File: src/rtl/ps2_key_tracker.sv
// PS/2 scancode-set-2 key tracker: E0/F0 prefix decode, Pause skip, prefix timeout.
// Optional KEY_TYPEMATIC_EN: every make (including typematic repeats) pulses key_press.
module ps2_key_tracker #(
  parameter int unsigned            NUM_KEYS       = 3,
  parameter logic [8*NUM_KEYS-1:0]  KEY_CODES      = 24'h74_6B_5A,
  parameter logic [NUM_KEYS-1:0]    KEY_EXT        = 3'b110,
  parameter int unsigned            PREFIX_TIMEOUT = 500000
) (
  input  logic                CLOCK_50,
  input  logic                reset,
  input  logic [7:0]          received_data,
  input  logic                received_data_en,
  output logic [NUM_KEYS-1:0] key_held,
  output logic [NUM_KEYS-1:0] key_press,
  output logic [NUM_KEYS-1:0] key_release,
  output logic                any_held,
  output logic                decode_error
);

  localparam int unsigned    TmoW    = $clog2(PREFIX_TIMEOUT + 1);
  localparam logic [TmoW-1:0] TmoLast = TmoW'(PREFIX_TIMEOUT - 1);

  localparam logic [2:0] StIdle   = 3'd0;
  localparam logic [2:0] StExt    = 3'd1;
  localparam logic [2:0] StBrk    = 3'd2;
  localparam logic [2:0] StExtBrk = 3'd3;
  localparam logic [2:0] StSkip   = 3'd4;

  logic [2:0]          state_q, state_d;
  logic [2:0]          skip_q, skip_d;
  logic [TmoW-1:0]     tmo_q, tmo_d;
  logic [NUM_KEYS-1:0] held_q, held_d;
  logic [NUM_KEYS-1:0] press_q, press_d;
  logic [NUM_KEYS-1:0] rel_q, rel_d;
  logic                err_q, err_d;

  logic is_make, is_brk, is_ext, is_prefix, is_house;

  assign is_prefix = (received_data == 8'hE0) || (received_data == 8'hF0) ||
                     (received_data == 8'hE1);
  // Controller acknowledge / BAT / echo / resend / error bytes carry no key meaning
  assign is_house  = (received_data == 8'hFA) || (received_data == 8'hAA) ||
                     (received_data == 8'hEE) || (received_data == 8'hFE) ||
                     (received_data == 8'hFF) || (received_data == 8'h00);

  always_comb begin
    state_d = state_q;
    skip_d  = skip_q;
    tmo_d   = tmo_q;
    err_d   = 1'b0;
    is_make = 1'b0;
    is_brk  = 1'b0;
    is_ext  = 1'b0;
    if (received_data_en) begin
      tmo_d = '0;
      case (state_q)
        StIdle: begin
          if (received_data == 8'hE0) begin
            state_d = StExt;
          end else if (received_data == 8'hF0) begin
            state_d = StBrk;
          end else if (received_data == 8'hE1) begin
            state_d = StSkip;
            skip_d  = 3'd7;
          end else if (!is_house) begin
            is_make = 1'b1;
          end
        end
        StExt: begin
          state_d = StIdle;
          if (received_data == 8'hF0) begin
            state_d = StExtBrk;
          end else if (is_prefix) begin
            err_d = 1'b1;
          end else begin
            is_make = 1'b1;
            is_ext  = 1'b1;
          end
        end
        StBrk, StExtBrk: begin
          state_d = StIdle;
          if (is_prefix) begin
            err_d = 1'b1;
          end else begin
            is_brk = 1'b1;
            is_ext = (state_q == StExtBrk);
          end
        end
        StSkip: begin
          skip_d = skip_q - 3'd1;
          if (skip_q <= 3'd1) begin
            state_d = StIdle;
          end
        end
        default: state_d = StIdle;
      endcase
    end else if (state_q != StIdle) begin
      if (tmo_q == TmoLast) begin
        state_d = StIdle;
        err_d   = 1'b1;
        tmo_d   = '0;
      end else if (tmo_q != '1) begin
        tmo_d = tmo_q + 1'b1;
      end
    end
  end

  always_comb begin
    held_d  = held_q;
    press_d = '0;
    rel_d   = '0;
    for (int unsigned i = 0; i < NUM_KEYS; i++) begin
      if ((KEY_CODES[8*i +: 8] == received_data) && (KEY_EXT[i] == is_ext)) begin
        if (is_make) begin
          held_d[i] = 1'b1;
`ifdef KEY_TYPEMATIC_EN
          press_d[i] = 1'b1;
`else
          press_d[i] = ~held_q[i];
`endif
        end else if (is_brk) begin
          held_d[i] = 1'b0;
          rel_d[i]  = held_q[i];
        end
      end
    end
  end

  always_ff @(posedge CLOCK_50) begin
    if (reset) begin
      state_q <= StIdle;
      skip_q  <= '0;
      tmo_q   <= '0;
      held_q  <= '0;
      press_q <= '0;
      rel_q   <= '0;
      err_q   <= 1'b0;
    end else begin
      state_q <= state_d;
      skip_q  <= skip_d;
      tmo_q   <= tmo_d;
      held_q  <= held_d;
      press_q <= press_d;
      rel_q   <= rel_d;
      err_q   <= err_d;
    end
  end

  assign key_held     = held_q;
  assign key_press    = press_q;
  assign key_release  = rel_q;
  assign any_held     = |held_q;
  assign decode_error = err_q;

endmodule

File: config.mk
export PLATFORM = sky130hd
export DESIGN_NAME = ps2_key_tracker
export DESIGN_NICKNAME = d
export VERILOG_FILES = /design/src/rtl/ps2_key_tracker.sv
export SDC_FILE = /design/constraint.sdc
export NUM_CORES = 1
export LEC_CHECK = 0
export CORE_MARGIN = 2
export CORE_UTILIZATION = 53
export CTS_BUF_LIST = sky130_fd_sc_hd__clkbuf_2 sky130_fd_sc_hd__clkbuf_4 sky130_fd_sc_hd__clkbuf_8
export DETAILED_ROUTE_END_ITERATION = 6
export GPL_ROUTABILITY_DRIVEN = 0
export PLACE_DENSITY_LB_ADDON = 0.12
export SKIP_CTS_REPAIR_TIMING = 1
export SYNTH_ARGS = -nofsm -noshare
export SYNTH_HDL_FRONTEND = slang
export SYNTH_SLANG_ARGS = --single-unit
File: constraint.sdc
create_clock -name CLOCK_50 -period 1.8 [get_ports CLOCK_50]
set_input_delay 0.36 -clock CLOCK_50 [delete_from_list [all_inputs] [get_ports CLOCK_50]]
set_output_delay 0.36 -clock CLOCK_50 [all_outputs]
set_load 0.005 [all_outputs]
==> flow_summary.ini, run 1 <==
[status]
run_status = finished, violations left
violations = negative setup slack

[setup_path]
cp_cell_sequence = or4b_4 > or4_4 > or3_1 > a32oi_1
path_max_fanout = 3
crit_buf_inv = 0
crit_path_end_kind = register
critPathTopFamily = simple AND/OR/NAND/NOR gates
slowest_stage = or4b_4
r2r-start = tmo_q[5]$_SDFFE_PP0P_
cp-start-kind = register
critPathLaunch = tmo_q[5]$_SDFFE_PP0P_
cp_data_arrival_time_ps = 2180
critical_path.max_stage_delay_ps = 530
cp.required_ps = 2010
path_class = reg2reg

[routing]
drt_iter0_markers = 118
drcViolationCount = 0
wire_per_inst_um = 15.86
final_antenna_net_count = 0
finalWirelength_um = 5790
vias = 2236
firstDrtPassIters = 4
via_per_inst = 6.126

[yosys]
synthFlopType = dfxtp_1
synth_top_family_by_area = simple AND/OR/NAND/NOR gates
ys_warn_count = 0
netlist_area_um2 = 2023
seq_area_frac_synth = 0.3463
syn_area_per_cell_um2 = 8.224
synth_edf_count = 0
synth_top_area_cell = dfxtp_1
synth-xor-area-share = 0
synth_compound_area_frac = 0.2140
muxShareOfSynthArea = 0.05442
synthAdderAreaFrac = 0.01855
ys_seq_elements = 35
synth-simple-area-share = 0.3173
synth_area_leaders = dfxtp_1 35%, mux2i_1 5.4%, nand2_1 4.3%
yosysUniqueCellTypes = 51
async_flop_share = 0
syn_inst = 246
netlist.area_leader.share = 0.3463
synth_fp_nets = 260

[clocking]
ctsHtreeMaxLevel = 2
clk_latency_ps = 290
cts.sinks = 35
tritoncts = done
cts_root_buffer = clkbuf_8
clkSlewWorstSetupHoldPaths_ps = 80
clockBufferDepth = 2
cts_buffers = 5

[global_routing]
grt_remaining_overflow = 0
grt_pass1_wl_um = 9018
grt_usage = 0.2703
grt_max_degree = 15
antenna_found_initial = 0
first_global_vias = 1967

[placement]
portBuffers = 21
dp.final_hpwl_um = 4076
place_area_um2 = 2664
place_ws_ps = -347.7

[power]
powerDensity_nw_per_um2 = 518.1
p_leak_nw = 1.084
vdd_drop_max_mv = 0.4342

[floorplan]
fp.dieW_um = 65.79
start_util = 0.5526
io-pin-count = 22
rows = 22
die_h_um = 65.79
die_area_um2 = 4328
core_area_um2 = 3661

[finish]
drive_gt1_frac = 0.2808
final_common_cell = buf_4
fill_cells = 272
diodes = 0
nets = 330
layout_common_cells = 53 x buf_4, 32 x dfxtp_1, 23 x nand2_1
area_growth_pct = 41.93
design_area_um2 = 2872

[sta]
rsz0062_at_grt = true
fin_ws_ps = -168.6
setup_tns_ps = -2014
setup_violations = 21
finalCritPeriodShare = 1.094
fin_skew_ps = 5.123
period_minus_slack_ps = 1969
tightest_slew_ps = 395.7
clock.fmax_mhz = 508.0
hold_viol_final = 0
finalMaxSlewViolations = 0
slew_headroom = 0.7340

[flow_run]
drv_cap = 0

[worst_hold_path]
hp-class = reg2reg
min-delay-start = key_held[2]$_SDFFE_PP0P_
==> per-stage QoR <==
stage | cells | power, W | utilization | hold slack [ps]
after floorplan | 246 | 0.0008412 | - | 459.3
after global placement | 356 | 0.0009116 | 0.7276 | 462.5
after detailed placement | 356 | 0.0009130 | 0.7276 | 472.2
after CTS | 364 | 0.001486 | 0.7519 | 484.5
after global routing | 365 | 0.001544 | 0.7843 | 493.0
final | 365 | 0.001488 | 0.7843 | 464.4
==> final timing paths <==
check	cells past startpoint	endpoint	slack, ps
worst max-delay path	4	state_q[2]$_SDFFE_PP0P_	-170
worst max register to register	4	state_q[2]$_SDFFE_PP0P_	-170
worst min register to register	1	key_press[2]$_SDFF_PP0_	460
worst min-delay path	1	key_press[2]$_SDFF_PP0_	460
==> synth_stat cells (all sizes together) (4+ instances only) <==
master and n:
or4 4, mux2i 11, nor4 5, and3 4, clkbuf 13, or3 10
nor3 6, o31ai 6, nand4 10, nor2 18, o211ai 5, a21oi 13
a211oi 4, dfxtp 35, nand3 5, inv 8, nand2 23, o21ai 12
==> worst reg2reg max path, delay by kind of cell, from the launching register on <==
| kind | cells | cell delay, ps |
|---|---|---|
| AO/OA/AOI/OAI | 1 | 210 |
| flip-flops | 1 | 330 |
| AND/OR/NAND/NOR | 3 | 1350 |
==> per-layer routing <==
metal | vias to the layer above | GRT usage | part of all wire
li1 | 1087 | - | -
met1 | 1085 | 0.3765 | 0.47
met2 | 57 | 0.4343 | 0.48
met3 | 7 | 0.03578 | 0.041
met4 | 0 | 0.08073 | 0.0098
met5 | - | 0 | 0
==> flip-flops by register name, indices dropped and copies added, names as in the netlist <==
signal and cells:
decode_error 1, state_q 3, key_held 3, tmo_q 19, key_press 3, skip_q 3
key_release 3
==> area by class of cell <==
class	instances	area (um2)	area share
repair buffers	79	675.6	0.2353
clock inverters	3	20.02	0.006972
flip-flops and latches	35	704.4	0.2453
multi-input cells	187	1313	0.4571
well taps	48	60.06	0.02092
clock buffers	5	68.82	0.02397
inverters	8	30.03	0.01046
==> logic make-up (layout without fill, tap and decap cells) <==
kind of cell             Yosys count  count (layout)
flip-flops                        35              35
multiplexers                      11              11
AND/OR/NAND/NOR                  111             111
adder cells (fa/ha/maj)            3               3
AO/OA/AOI/OAI                     62              62
buffers and inverters             24              95
==> report_power, final <==
part	internal, W	leakage (nW)	total [W]	switching (W)
Sequential	0.000775	0.283	0.000776	0.00000117
Clock	0.000269	0.0402	0.000581	0.000312
Combinational	0.0000703	0.761	0.000131	0.0000606
(Power assumes the default switching activity.)
==> run 2: changes to the inputs <==
- CTS_BUF_LIST: sky130_fd_sc_hd__clkbuf_2 sky130_fd_sc_hd__clkbuf_4 sky130_fd_sc_hd__clkbuf_8 -> sky130_fd_sc_hd__clkbuf_4 sky130_fd_sc_hd__clkbuf_8
==> results of run 2 <==
No change in the layout: final DEF, timing and power equal those of run 1.
